## src/rtl/counter_sched.sv

```systemverilog
// counter_sched -- run controller and trigger scheduler for the counter timebase.
//
// Gates the counter through its active-low enable and turns its per-bit
// trigger pulses into events on NCH channels. Each channel watches one
// trig_in bit (its tap). Pending events go to a single consumer over a
// valid/ready handshake, one at a time, with round-robin arbitration.
//
// Ports:
//   clk, rst            clock, asynchronous active-high reset
//   start, stop         single-cycle run / stop requests
//   cnt_n_en            counter enable, active low (0 only while running)
//   trig_in[WIDTH]      trigger pulses from the counter
//   cfg_we/ch/tap/en    per-channel configuration write
//   evt_valid/ch/ready  event handshake towards the consumer
//   busy                high whenever the controller is not idle
//   ovf[NCH], ovf_clr   sticky per-channel overflow and its clear
//                       (only when COUNTER_SCHED_OVF_EN is defined)
//
// Optional feature macro: COUNTER_SCHED_OVF_EN
module counter_sched #(
   parameter int WIDTH = 8,
   parameter int NCH   = 4,
   parameter int TAPW  = $clog2(WIDTH),
   parameter int CHW   = $clog2(NCH)
) (
   input  logic             clk,
   input  logic             rst,
   input  logic             start,
   input  logic             stop,
   output logic             cnt_n_en,
   input  logic [WIDTH-1:0] trig_in,
   input  logic             cfg_we,
   input  logic [CHW-1:0]   cfg_ch,
   input  logic [TAPW-1:0]  cfg_tap,
   input  logic             cfg_en,
   output logic             evt_valid,
   output logic [CHW-1:0]   evt_ch,
   input  logic             evt_ready,
`ifdef COUNTER_SCHED_OVF_EN
   output logic [NCH-1:0]   ovf,
   input  logic             ovf_clr,
`endif
   output logic             busy
);

   typedef enum logic [1:0] {S_IDLE, S_RUN, S_DRAIN} state_t;

   state_t          r_state;
   logic            r_n_en;
   logic            r_busy;
   logic [NCH-1:0]  r_pend;
   logic [NCH-1:0]  r_en;
   logic [TAPW-1:0] r_tap [NCH];
   logic [CHW-1:0]  r_rr_ptr;
   logic            r_valid;
   logic [CHW-1:0]  r_ch;

   logic            w_hs;
   logic [NCH-1:0]  w_fire;
   logic [NCH-1:0]  w_hs_mask;
   logic [NCH-1:0]  w_dis_mask;
   logic [NCH-1:0]  w_cand;
   logic [NCH-1:0]  w_pend_nxt;
   logic [CHW-1:0]  w_next_ptr;
   logic [CHW-1:0]  w_base;
   logic [CHW-1:0]  w_win;
   logic            w_win_vld;

   // Channel after ch, wrapping modulo NCH (NCH need not be a power of two).
   function automatic logic [CHW-1:0] next_ch(input logic [CHW-1:0] ch);
      if (ch == CHW'(NCH - 1)) return '0;
      return ch + 1'b1;
   endfunction

   // First candidate at or after base, wrapping. Scanning from the far end
   // lets the closest match overwrite the others. MSB of result = found.
   function automatic logic [CHW:0] rr_pick(input logic [NCH-1:0] cand,
                                            input logic [CHW-1:0] base);
      logic [CHW:0] res;
      int           idx;
      res = '0;
      for (int k = NCH - 1; k >= 0; k--) begin
         idx = (int'(base) + k) % NCH;
         if (cand[idx]) res = {1'b1, CHW'(idx)};
      end
      return res;
   endfunction

   always_comb begin
      w_hs       = r_valid & evt_ready;
      w_fire     = '0;
      w_hs_mask  = '0;
      w_dis_mask = '0;
      for (int c = 0; c < NCH; c++) begin
         if (w_hs && r_ch == CHW'(c)) w_hs_mask[c] = 1'b1;
         if (cfg_we && !cfg_en && cfg_ch == CHW'(c)) w_dis_mask[c] = 1'b1;
         if (r_state == S_RUN && r_en[c] && trig_in[r_tap[c]]) w_fire[c] = 1'b1;
      end
      // A trigger landing on the channel being handed off keeps it pending.
      w_pend_nxt = ((r_pend & ~w_hs_mask) | w_fire) & ~w_dis_mask;
      // Fresh triggers only become visible to the arbiter one edge later.
      w_cand     = r_pend & ~w_hs_mask & ~w_dis_mask;
      w_next_ptr = next_ch(r_ch);
      w_base     = w_hs ? w_next_ptr : r_rr_ptr;
      {w_win_vld, w_win} = rr_pick(w_cand, w_base);
   end

   // Run-control FSM with registered counter enable and busy flag.
   always_ff @(posedge clk or posedge rst) begin
      if (rst) begin
         r_state <= S_IDLE;
         r_n_en  <= 1'b1;
         r_busy  <= 1'b0;
      end else begin
         case (r_state)
            S_IDLE: begin
               if (start && !stop) begin
                  r_state <= S_RUN;
                  r_n_en  <= 1'b0;
                  r_busy  <= 1'b1;
               end
            end
            S_RUN: begin
               if (stop) begin
                  r_state <= S_DRAIN;
                  r_n_en  <= 1'b1;
               end
            end
            S_DRAIN: begin
               if (r_pend == '0 && !r_valid) begin
                  r_state <= S_IDLE;
                  r_busy  <= 1'b0;
               end
            end
            default: begin
               r_state <= S_IDLE;
               r_n_en  <= 1'b1;
               r_busy  <= 1'b0;
            end
         endcase
      end
   end

   // Pending set, configuration and the presented event.
   always_ff @(posedge clk or posedge rst) begin
      if (rst) begin
         r_pend   <= '0;
         r_en     <= '0;
         r_rr_ptr <= '0;
         r_valid  <= 1'b0;
         r_ch     <= '0;
         for (int c = 0; c < NCH; c++) r_tap[c] <= '0;
      end else begin
         r_pend <= w_pend_nxt;
         // Matching by channel number drops writes to out-of-range channels.
         for (int c = 0; c < NCH; c++) begin
            if (cfg_we && cfg_ch == CHW'(c)) begin
               r_tap[c] <= cfg_tap;
               r_en[c]  <= cfg_en;
            end
         end
         if (w_hs) r_rr_ptr <= w_next_ptr;
         // Only reload when nothing is presented or it is being taken, so a
         // stalled event never changes channel.
         if (!r_valid || w_hs) begin
            r_valid <= w_win_vld;
            if (w_win_vld) r_ch <= w_win;
         end
      end
   end

`ifdef COUNTER_SCHED_OVF_EN
   logic [NCH-1:0] r_ovf;

   // A re-trigger of a channel still pending and not handed off this edge
   // is lost; record it. A new overflow beats a simultaneous clear.
   always_ff @(posedge clk or posedge rst) begin
      if (rst) r_ovf <= '0;
      else     r_ovf <= (ovf_clr ? '0 : r_ovf) | (w_fire & r_pend & ~w_hs_mask);
   end

   assign ovf = r_ovf;
`endif

   assign cnt_n_en  = r_n_en;
   assign busy      = r_busy;
   assign evt_valid = r_valid;
   assign evt_ch    = r_ch;

endmodule

```

## config.mk

```make
export PLATFORM = sky130hd
export DESIGN_NAME = counter_sched
export DESIGN_NICKNAME = d
export VERILOG_FILES = /design/src/rtl/counter_sched.sv
export SDC_FILE = /design/constraint.sdc
export NUM_CORES = 1
export LEC_CHECK = 0
export ABC_AREA = 1
export CORE_MARGIN = 5
export CORE_UTILIZATION = 53
export CTS_BUF_LIST = sky130_fd_sc_hd__clkbuf_4 sky130_fd_sc_hd__clkbuf_8 sky130_fd_sc_hd__clkbuf_16
export CTS_CLUSTER_DIAMETER = 100
export DETAILED_ROUTE_END_ITERATION = 8
export PLACE_DENSITY = 0.76
export SETUP_SLACK_MARGIN = 0.2
export SLEW_MARGIN = 20
export SYNTH_ARGS = -nofsm -noshare
export SYNTH_HDL_FRONTEND = slang
export SYNTH_SLANG_ARGS = --single-unit
export TNS_END_PERCENT = 50
```

## constraint.sdc

```tcl
create_clock -name clk -period 2.2 [get_ports clk]
set_input_delay 0.44 -clock clk [delete_from_list [all_inputs] [get_ports clk]]
set_output_delay 0.44 -clock clk [all_outputs]
set_load 0.01 [all_outputs]
```

# ---- Yosys cells after proc, flatten, opt, wreduce, memory -nomap -nowiden
# Index checks and enable logic that the tools add are counted.
dict set report op_classes {
  n_mux 49
  bitwise_logic 12
  reduce_logical 38
  add_sub_neg 4
  eq_ne 11
  magnitude_cmp 8
}
# cell count
set op_table {}
lappend op_table {{3-bit by 4-bit less-than comparator with 1-bit output (second input constant)} 7}
lappend op_table {{1-bit two-way mux} 28}
lappend op_table {{1-bit logical AND} 23}
lappend op_table {{4-bit AND} 3}
lappend op_table {{1-bit binary-select mux with 3-bit select} 4}
lappend op_table {{2-bit two-way mux} 6}
lappend op_table {{3-bit two-way mux} 4}
lappend op_table {{2-bit == test (second input constant)} 5}
lappend op_table {{3-bit AND reduction} 3}
lappend op_table {{1-bit binary-select mux with 2-bit select} 4}
lappend op_table {{4-bit NOT} 2}
lappend op_table {{2-bit by 1-bit == test with 1-bit output (second input constant)} 3}
lappend op_table {{2-bit logical NOT} 3}
lappend op_table {{2-bit inequality test (second input constant)} 3}
lappend op_table {{1-bit case mux with 3 select lines} 2}
lappend op_table {{2-bit case mux with 3 select lines} 1}
lappend op_table {{2-bit OR reduction} 3}
lappend op_table {{2-bit by 1-bit adder with 2-bit output (second input constant)} 2}
lappend op_table {{2-bit adder (second input constant)} 2}
lappend op_table {{4-bit logical NOT} 1}
lappend op_table {{4-bit bitwise OR} 1}
lappend op_table {{1-bit AND (first input constant)} 3}
lappend op_table {{1-bit logical NOT} 3}
lappend op_table {{2-bit by 3-bit less-than comparator with 1-bit output (second input constant)} 1}
lappend op_table {{other kinds (4)} 5}
dict set report word_totals {
  word_cells 137
  out_inout_bits 5
  inputBits 20
  regBits 29
}

# ---- Logic depth before layout (Yosys ltp)
# Gate-level depths: netlist of the first run.
dict set report logic_depth {
  depth_word 15
  ltp_mapped 16
  depth_no_buf 16
}

# ---- Worst setup path after synthesis of the first run
# OpenSTA, ideal clock, no wires.
dict set report synth_timing {
  kind {reg2reg}
  start {register r_ch[0] (netlist: evt_ch[0])}
  end {register r_ch[0] (netlist: evt_ch[0])}
  stages_incl_launch_ff 16
  n_path_buf 0
  synth_period_minus_slack_ps 1744
  arrival_ps 1628
  setup_ps 116
  slack_ps 456
  path_cell_list {dfrtp_1 inv_1 ha_1 inv_1 o21ai_2 nand2_1 nand2_1 nand3_2 nand2_1 inv_1 nand2_2 nand2_1 nand2_1 nand2_1 nand2_1 nand2_1}
}
dict set report synth_between {
  word_cells_on_any_way 38
  cone_classes {add/sub (4); eq/ne (3); mux (22); bitwise (3); reduce/logical (6)}
}
# element line_no
set synth_lines {}
lappend synth_lines {{start, declared} 56} ;# logic [CHW-1:0] r_ch;
lappend synth_lines {{start signal, assigned} 167} ;# if (w_win_vld) r_ch <= w_win;
lappend synth_lines {{2-bit == test} 71} ;# if (ch == CHW'(NCH - 1)) return '0;
lappend synth_lines {{1-bit two-way mux} 71}
lappend synth_lines {{2-bit two-way mux (*)} 72} ;# return ch + 1'b1;
lappend synth_lines {{2-bit two-way mux (*)} -}
lappend synth_lines {{named net w_base[1]} 65} ;# logic [CHW-1:0] w_base;
lappend synth_lines {{2-bit adder} 83} ;# idx = (int'(base) + k) % NCH;
lappend synth_lines {{1-bit binary-select mux with 2-bit select} 84} ;# if (cand[idx]) res = {1'b1, CHW'(idx)};
lappend synth_lines {{1-bit two-way mux (not written as such) (2 in a row)} 84}
lappend synth_lines {{3-bit two-way mux (3 in a row)} 84}
lappend synth_lines {{3-bit two-way mux (*)} 84}
lappend synth_lines {{2-bit AND reduction (no source line)} -}
# The timed path passes the listed nets; every way through them passes the cells marked *. The select of a mux whose other input is x is not followed.
# A chain may end at the register's enable or synchronous reset.

# ---- Worst setup path after layout of the first run
dict set report layout_timing {
  start {register r_valid (netlist: evt_valid)}
  end {output port evt_valid}
}
# element line_no
set layout_lines {}
lappend layout_lines {{start, declared} 55} ;# logic r_valid;
lappend layout_lines {{start signal, assigned} 166} ;# r_valid <= w_win_vld;
lappend layout_lines {{end, declared} 36} ;# output logic evt_valid,
# No word-level cell between the ends.

==> qor.txt, run 1 <==
Outcome = finished clean
Port-buffer cells = 24
CP delay by family, top = buffers and inverters
WP data required = 1.76 ns
Kind of critical path = reg -> out
Placed Area = 2120 sq um
Diode count = 0
Fin crit period = 1.92 ns
Post-Route WL = 4.47 mm
H-tree depth = 2
Initial Utilization = 54.0%
Yosys warns = 0
Die width = 68.1 um
Vias in the first global route = 1682
Switch share = 42.5%
Mean Syn Cell Area = 7.24 sq um
Clock sinks = 29
Cell Area, Synth = 1790 sq um
Antenna violations before repair = 0
Setup_tns = 0 ns
Achievable Freq = 0.521 GHz
Synth Net Count = 271
Slowest stage cell, crit path = clkdlybuf4s50_1
Slew Viols, Final = 0
Post-synth EDFFs = 0
Synth top area cells = dfrtp_1 (39%), nand2_1 (15%), inv_1 (7.8%), o21ai_0 (7.3%), nand3_1 (5.0%)
TritonCTS clock tree = done
Sequential fraction of the synthesis area = 40.7%
Antenna Violating Nets Remaining = 0
Vias per cell = 5.29
Main synth FF type = dfrtp_1
Nets = 308
Largest net degree at the start of global routing = 30
Share of power burned in the clock network = 18.7%
Design Area, Final = 2250 sq um
Power Density = 1130 nW/um^2
DR pass1 iterations = 4
Top-area cell type share of the netlist area = 39.2%
Total number of vias = 1750
Worst slew margin = 67.6%
Comb pwr share = 48.2%
P_int = 1.46 mW
Drt wl/cell = 13.5 um
CTS Buf Count = 5
Hold crit path type = in -> async
Die span in y = 68.1 um
Iter 0 DRT Violations = 100
Global-route wire length before repair = 7.40 mm
Area Growth Syn to Fin = 25.6%
Share of cells above drive strength 1 = 11.2%
Pleak = 1.13 nW
Worst-Margin Slew = 0.484 ns
Root buffer cell = clkbuf_4
WP data arrival = 1.48 ns
Crit. End Element = output port
Final Wtd Congestion = 0.884
Die area = 4630 sq um
Final Hold Viols = 0
Final routed DRC violation total = 0
Hpwl dp = 3.33 mm
Bufs and invs on worst path = 1
Peak supply drop = 0.585 mV
Mapped Cells = 247
Most numerous cell in the Yosys netlist = nand2_1
RSZ-0062 raised after global routing = false
Yosys top cell by area = dfrtp_1
Startpoint Class = flop
Max-Cap Viols = 0
Worst-skew pair later-pin latency = 0.34 ns
Io pins = 25
Top post-synthesis cells by count = nand2_1 (70), inv_1 (37), dfrtp_1 (28), o21ai_0 (26), nor2_1 (20)
Period utilization = 87.2%
CORE AREA = 3310 sq um
Clock-pin slew on the worst setup and hold paths = 0.10 ns
Max incr delay on CP = 0.60 ns
Post-synthesis async set-or-reset flop share = 100%
All-layer global routing usage = 21.6%
Switching Power = 1.08 mW
Std cell rows = 21
Grt total ovfl = 0
CP Max Fanout = 8
CTS max path bufs = 2
Part of the power in registers = 33.1%
CP Cell Sequence = clkdlybuf4s50_1
Final setup viols = 0
Setup Skew = 0.00893 ns
Distinct cells, synth = 21
Seq cells post-synth = 29
-- flip-flops by register name, summed over array words and instances (netlist names) --
register and count:
r_tap 12, r_en 4, r_pend 4, evt_ch 2, r_rr_ptr 2, r_state 2, busy 1, cnt_n_en 1
evt_valid 1
-- placed cells by master, fill, tap and decap left out, types with 2 or more instances in the layout --
master,Yosys,final
nand2_1,70,70
inv_1,37,37
dfrtp_1,28,27
o21ai_0,26,26
clkdlybuf4s50_1,0,23
nor2_1,20,19
nand3_1,18,18
a21oi_1,11,11
nand2_2,7,7
buf_4,0,6
clkbuf_4,0,5
a32oi_1,4,4
mux2i_1,4,4
o221ai_1,4,4
ha_1,4,4
nand2_4,2,2
o21ai_2,4,2
o21ai_4,0,2
o22ai_1,2,2
-- per-layer routing --
layer	global-route usage, %	wire length, um
met1	27.4	2030
met4	9.93	60
met5	0	0
met3	4.11	235
met2	35.4	2140
-- final cells by class --
class                           instances  area (sq um)
Fill cell                             320          1060
Multi-Input combinational cell        180           941
Sequential cell                        29           728
Inverter                               38           143
Clock inverter                          2          37.5
Clock buffer                            6          51.3
Tap cell                               46          57.6
Timing Repair Buffer                   30           288
-- worst paths after layout --
kind / startpoint / to / slack [ns] / cells after the start
max in group asynchronous: rst / cnt_n_en$_DFFE_PP1P_ / 1.43 / 3
max reg2reg: evt_ch[1]$_DFFE_PP0P_ / evt_ch[0]$_DFFE_PP0P_ / 0.33 / 15
min reg2reg: busy$_DFFE_PP0P_ / busy$_DFFE_PP0P_ / 0.52 / 2
max: evt_valid$_DFFE_PP0P_ / evt_valid / 0.28 / 1
min in group clk: busy$_DFFE_PP0P_ / busy$_DFFE_PP0P_ / 0.52 / 2
min: rst / r_tap[10]$_DFFE_PP0P_ / 0.46 / 3
-- power by group through the flow --
stage	combinational (mW)	clock, mW	sequential (mW)
after floorplan	0.809	0	0.830
after global placement	1.12	0	0.841
after detailed placement	1.15	0	0.845
after CTS	1.15	0.487	0.837
after global routing	1.38	0.505	0.864
final	1.23	0.477	0.841
-- metrics by stage --
step	hold WS, ns	setup slack, ns	power, mW	instances	util [%]
detailed placement	0.500	0.00603	1.99	321	63.9
finish	0.456	0.281	2.55	331	67.8
floorplan	0.454	0.456	1.64	247	-
CTS	0.461	0.277	2.48	329	66.6
global route	0.494	0.182	2.75	331	67.8
global placement	0.486	0.0421	1.96	321	63.9
-- kinds of logic after synthesis --
family	after synthesis	share of synthesized area, %
compound gates	53	17.8
buf+inv	38	7.98
fa+ha+maj	4	2.80
simple gates	119	28.6
mux	4	2.24
flops	29	40.7
-- repair_timing --
| item | CTS | global route |
|---|---|---|
| buffers inserted | 0 | 2 |
| hold buffers | 0 | 0 |
| endpoints found under the setup margin | 0 | 2 |
| resized for setup | 0 | 6 |
Note: power is estimated with default switching activity, not from simulation.
==> run 2: changes to the inputs <==
CELL_PAD_IN_SITES_DETAIL_PLACEMENT = 1   (was unset)
CELL_PAD_IN_SITES_GLOBAL_PLACEMENT = 1   (was unset)
CORE_UTILIZATION = 39   (was 53)
PLACE_DENSITY = 0.77   (was 0.76)
==> run 2 against run 1 <==
Sequential power grew 2%. Clock-buffer cell count grew 1. Hold slack gained 0.038 ns. Register-to-register slack gained 0.04 ns. Worst setup slack gained 0.045 ns.
==> qor.txt, run 2 (synthesis results as in run 1) <==
Grt total ovfl = 0 (unchanged)
Kind of critical path = in -> reg
Post-CTS Hold Buffers = 0 (unchanged)
Critical path origin = cfg_we
Pleak = 1.15 nW (+1.5%)
Layout fillers = 575 (+80%)
Hold crit path type = reg -> reg
Setup Skew = 0.00694 ns (-0.00200 ns)
Area Growth Syn to Fin = 27.7%
FF-to-FF End = evt_ch[0]$_DFFE_PP0P_
Antenna violations before repair = 0 (unchanged)
CTS max path bufs = 2 (unchanged)
Share of cells above drive strength 1 = 13.4% (+2.2 points)
Post-CTS Setup Inserts = 0 (unchanged)
R2r worst-path depth = 15 (unchanged)
Hpwl dp = 3.87 mm (+16%)
Crit Reg-Reg Startpoint = evt_ch[0]$_DFFE_PP0P_
Slew Viols, Final = 0 (unchanged)
Max incr delay on CP = 0.47 ns (-0.13 ns)
Die width = 77.7 um (+14%)
Final routed DRC violation total = 0 (unchanged)
Nets = 308 (unchanged)
Setup_tns = 0 ns (unchanged)
Post-Route WL = 5.02 mm (+12%)
Initial Utilization = 40.5% (-14 points)
TritonCTS clock tree = done
Most frequent cells in the layout = nand2_1 (69), inv_1 (36), o21ai_0 (26), dfrtp_1 (26), clkdlybuf4s50_1 (21)
Sequential cell area = 729 sq um (+0.17%)
Iter 0 DRT Violations = 45 (-55%)
Final Wtd Congestion = 0.825 (-6.6%)
Peak supply drop = 0.377 mV (-35%)
Outcome = finished clean
Final cell count without fillers = 336 (+1.5%)
Period utilization = 85.2% (-2.0 points)
Fin crit period = 1.87 ns (-0.0450 ns)
Achievable Freq = 0.534 GHz (+2.4%)
Io pins = 25 (unchanged)
CP Cell Sequence = clkdlybuf4s50_1 -> inv_1 -> nor2_2 -> nand3_1 -> nand2_2 -> nand2_1 -> a21oi_2 -> nand2_1 -> nand2_2 -> inv_1 -> nor2_1 -> a21oi_1
WP data required = 2.37 ns (+0.61 ns)
Power Total = 2.59 mW (+1.6%)
CORE AREA = 4410 sq um (+33%)
Std cell rows = 24 (+14%)
Final setup viols = 0 (unchanged)
Worst-skew pair later-pin latency = 0.28 ns (-0.06 ns)
Port-buffer cells = 24 (unchanged)
Crit. End Element = flop
Max reg flops = 12 (unchanged)
Max-Cap Viols = 0 (unchanged)
Slowest stage cell, crit path = clkdlybuf4s50_1
CP Max Fanout = 4 (-4)
Startpoint Class = input port
Die area = 6040 sq um (+30%)
Biggest register = r_tap
Setup ws final = 0.326 ns (+0.0450 ns)
Drt wl/cell = 15.0 um (+11%)
DR pass1 iterations = 4 (unchanged)
Flop-to-flop setup slack = 0.37 ns (+0.04 ns)
Final Hold Viols = 0 (unchanged)
Design Area, Final = 2280 sq um (+1.7%)
Power Density = 1130 nW/um^2 (about the same)
Global-route wire length before repair = 8.51 mm (+15%)
Area occupied by multi-input gates = 963 sq um (+2.4%)
Clock sinks = 29 (unchanged)
CP Capture Point = evt_ch[1]$_DFFE_PP0P_
Fin util = 51.7% (-16 points)
Largest net degree at the start of global routing = 30 (unchanged)
All-layer global routing usage = 17.9% (-3.7 points)
DP Worst Slack = -0.0696 ns (-0.0757 ns)
Placed Area = 2140 sq um (+1.1%)
Antenna Violating Nets Remaining = 0 (unchanged)
WP data arrival = 2.04 ns (+0.56 ns)
Vias in the first global route = 1833 (+9.0%)
Worst slew margin = 63.4% (-4.2 points)
Worst Hold Slack = 0.494 ns (+0.0380 ns)
Clock-pin slew on the worst setup and hold paths = 0.06 ns (-0.04 ns)
Die span in y = 77.7 um (+14%)
Worst-Margin Slew = 0.546 ns (+0.0624 ns)
Total number of vias = 1754 (+0.23%)
Commonest non-fill, non-tap cell in the layout = nand2_1
RSZ-0062 raised after global routing = true
Largest regs = r_tap x12, r_en x4, r_pend x4
H-tree depth = 2 (unchanged)
Diode count = 0 (unchanged)
Vias per cell = 5.22 (-1.3%)
CTS Buf Count = 5 (unchanged)
Root buffer cell = clkbuf_8
Placed cells = 329 (+2.5%)
## run 2: worst min-delay path by stage
stage,start,to,slack [ns],cells past startpoint
finish,r_en[3]$_DFFE_PP0P_,r_en[3]$_DFFE_PP0P_,0.49,2
detailed placement,r_en[3]$_DFFE_PP0P_,r_en[3]$_DFFE_PP0P_,0.48,2
global route,r_en[3]$_DFFE_PP0P_,r_en[3]$_DFFE_PP0P_,0.52,2
floorplan,r_en[3]$_DFFE_PP0P_,r_en[3]$_DFFE_PP0P_,0.45,2
CTS,r_en[3]$_DFFE_PP0P_,r_en[3]$_DFFE_PP0P_,0.49,2
global placement,r_en[3]$_DFFE_PP0P_,r_en[3]$_DFFE_PP0P_,0.48,2
## run 2: repair_timing
| item | CTS | global route |
|---|---|---|
| endpoints found under the hold margin | 0 | 0 |
| endpoints found under the setup margin | 0 | 2 |
| resized for setup | 0 | 15 |
## run 2: critical path, delay by kind of cell
kind | cells | cell delay (ns)
buffers and inverters | 3 | 0.58
and+or+nand+nor | 7 | 0.81
AOI/OAI and AO/OA | 2 | 0.21
## run 2: power by group
| part | total [mW] | leakage, nW | switching (mW) | internal (mW) |
|---|---|---|---|---|
| clock network | 0.453 | 0.0477 | 0.194 | 0.260 |
| registers | 0.855 | 0.354 | 0.160 | 0.695 |
| logic | 1.28 | 0.748 | 0.761 | 0.517 |
| total | 2.59 | 1.15 | 1.11 | 1.47 |
## run 2: area by class of cell
cell class,instances,area share [%]
clock buffers,7,3.95
inverters,38,6.25
multi-input cells,180,42.2
flip-flops and latches,29,31.9
well taps,52,2.85
repair buffers,30,12.8
## run 2: layer usage
layer | global-route usage, % | wire, um | part of all wire (%) | vias to the layer above
li1 | - | - | - | 883
met1 | 22.6 | 2320 | 46 | 841
met2 | 29.5 | 2450 | 49 | 23
met3 | 4.86 | 183 | 3.6 | 7
met4 | 6.19 | 69 | 1.4 | 0
met5 | 0 | 0 | 0 | -
==> run 3: changes to the inputs <==
CORE_MARGIN = 2   (was 5)
==> run 3 against run 2 <==
Worst setup slack worse by 0.051 ns. Die area down 15%. Flip-flop and latch count unchanged. Critical path depth up 3. Non-clock buffer count up 5. Global-route usage up 4.0 points. Hold slack better by 0.0086 ns. Combinational power up 5%. First-iteration DRC count up 20%. Utilization up 1.1 points. Power up 1.6%. Largest cell class unchanged.
==> qor.txt, run 3 (synthesis results as in run 1) <==
Nets = 313 (+1.6%)
Hpwl dp = 3.93 mm (+1.6%)
Port-buffer cells = 24 (unchanged)
Outcome = finished clean
Root buffer cell = clkbuf_8
Setup Skew = 0.00565 ns (-0.00128 ns)
Power Total = 2.63 mW (+1.6%)
Std cell rows = 24 (unchanged)
Hold crit path type = reg -> reg
Startpoint Class = flop
Antenna Violating Nets Remaining = 0 (unchanged)
Worst-Margin Slew = 0.542 ns (-0.00423 ns)
Max incr delay on CP = 0.42 ns (-0.05 ns)
Peak supply drop = 0.387 mV (+2.6%)
Grt total ovfl = 0 (unchanged)
Worst-skew pair later-pin latency = 0.28 ns (about the same)
Share of cells above drive strength 1 = 15.5% (+2.1 points)
Worst slew margin = 63.7% (+0.28 points)
CP Max Fanout = 6 (+2)
Commonest non-fill, non-tap cell in the layout = nand2_1
Max-Cap Viols = 0 (unchanged)
H-tree depth = 2 (unchanged)
Area occupied by multi-input gates = 963 sq um (unchanged)
Final Hold Viols = 0 (unchanged)
Clock sinks = 29 (unchanged)
Die span in y = 71.7 um (-7.7%)
Final Wtd Congestion = 0.823 (-0.34%)
Most frequent cells in the layout = nand2_1 (68), inv_1 (37), o21ai_0 (26), dfrtp_1 (26), clkdlybuf4s50_1 (21)
Vias in the first global route = 1850 (+0.93%)
CTS Buf Count = 5 (unchanged)
Iter 0 DRT Violations = 54 (+20%)
CP Cell Sequence = inv_1 -> ha_1 -> inv_1 -> o21ai_4 -> nand2_1 -> nand2_1 -> nand3_2 -> nand2_1 -> inv_1 -> nand2_2 -> nand2_1 -> nand2_1 -> nand2_1 -> nand2_1 -> nand2_1
Crit. End Element = flop
Initial Utilization = 40.8% (+0.28 points)
DR pass1 iterations = 4 (unchanged)
RSZ-0062 raised after global routing = true
Io pins = 25 (unchanged)
Final setup viols = 0 (unchanged)
WP data required = 2.38 ns (about the same)
CTS max path bufs = 2 (unchanged)
Area Growth Syn to Fin = 29.6%
Largest regs = r_tap x12, r_en x4, r_pend x4
CP delay by family, top = simple AND/OR/NAND/NOR gates
Biggest register = r_tap
Die area = 5140 sq um (-15%)
Sequential cell area = 729 sq um (unchanged)
Most Frequent Cell on Critical Path = nand2_1
Period utilization = 87.5% (+2.3 points)
Slew Viols, Final = 0 (unchanged)
Diode count = 0 (unchanged)
Largest net degree at the start of global routing = 30 (unchanged)
Fin crit period = 1.92 ns (+0.0506 ns)
Max reg flops = 12 (unchanged)
Clock-pin slew on the worst setup and hold paths = 0.06 ns (about the same)
Kind of critical path = reg -> reg
WP data arrival = 2.10 ns (+0.06 ns)
Final routed DRC violation total = 0 (unchanged)
Bufs and invs on worst path = 3 (unchanged)
Drt wl/cell = 15.3 um (+2.3%)
Power Density = 1130 nW/um^2 (about the same)
CORE AREA = 4380 sq um (-0.68%)
Global-route wire length before repair = 8.55 mm (+0.49%)
Total number of vias = 1790 (+2.1%)
All-layer global routing usage = 21.9% (+4.0 points)
Fin util = 52.9% (+1.1 points)
Vias per cell = 5.23 (+0.26%)
Layout fillers = 577 (+0.35%)
Antenna violations before repair = 0 (unchanged)
Die width = 71.7 um (-7.7%)
Post-CTS Hold Buffers = 0 (unchanged)
TritonCTS clock tree = done
Achievable Freq = 0.520 GHz (-2.6%)
Pleak = 1.18 nW (+2.6%)
Post-Route WL = 5.23 mm (+4.1%)
Slowest stage cell, crit path = dfrtp_2
[run 3: worst paths after layout]
check	slack, ns	depth (start not counted)	start	to
worst max register to register	0.28	15	evt_ch[0]$_DFFE_PP0P_	evt_ch[0]$_DFFE_PP0P_
worst max-delay path	0.28	15	evt_ch[0]$_DFFE_PP0P_	evt_ch[0]$_DFFE_PP0P_
worst min register to register	0.50	2	r_en[3]$_DFFE_PP0P_	r_en[3]$_DFFE_PP0P_
max in group asynchronous	1.35	3	rst	cnt_n_en$_DFFE_PP1P_
worst min-delay path	0.50	2	r_en[3]$_DFFE_PP0P_	r_en[3]$_DFFE_PP0P_
min in group asynchronous	0.54	3	rst	r_tap[6]$_DFFE_PP0P_
[run 3: layout make-up]
type | count | share of cell area [%]
clock inverters | 2 | 0.432
multi-input cells | 180 | 41.6
repair buffers | 35 | 14.3
clock buffers | 6 | 3.29
flip-flops and latches | 29 | 31.5
well taps | 52 | 2.81
inverters | 38 | 6.16
[run 3: timing repair]
item                                    in CTS  in global routing
pin swaps                                    0                  3
gates resized for setup                      1                 15
endpoints found under the setup margin       1                  3
cloned                                       0                  0
setup buffers                                0                  5
[run 3: report_power, final]
part,internal [mW],leakage [nW],switching [mW]
logic,0.555,0.777,0.786
registers,0.694,0.354,0.156
clock network,0.231,0.0484,0.204
total,1.48,1.18,1.15
[run 3: through the flow]
step | worst slack, ns | TNS [ns] | area, sq um | hold slack, ns | std cells
after floorplan | 0.456 | 0 | 1790 | 0.454 | 247
after global placement | -0.0581 | -0.0716 | 2140 | 0.481 | 329
after detailed placement | -0.0904 | -0.170 | 2140 | 0.496 | 329
after CTS | 0.218 | 0 | 2230 | 0.510 | 337
after global routing | 0.130 | 0 | 2320 | 0.551 | 342
final | 0.275 | 0 | 2320 | 0.503 | 342
[run 3: metal layers]
layer  GRT usage [%]  wire, um  vias up  share of wire, %
li1                -         -      887                 -
met1            27.6      2330      862                44
met2            36.7      2640       32                50
met3            4.50       154        9               2.9
met4            8.81       113        0               2.2
met5               0         0        -                 0
[run 3: tightest hold or removal path: cells and delay by family (launching register included)]
| kind | cells | cell delay, ns |
|---|---|---|
| flip-flops | 1 | 0.35 |
| AO/OA/AOI/OAI | 1 | 0.06 |
| AND/OR/NAND/NOR | 1 | 0.05 |
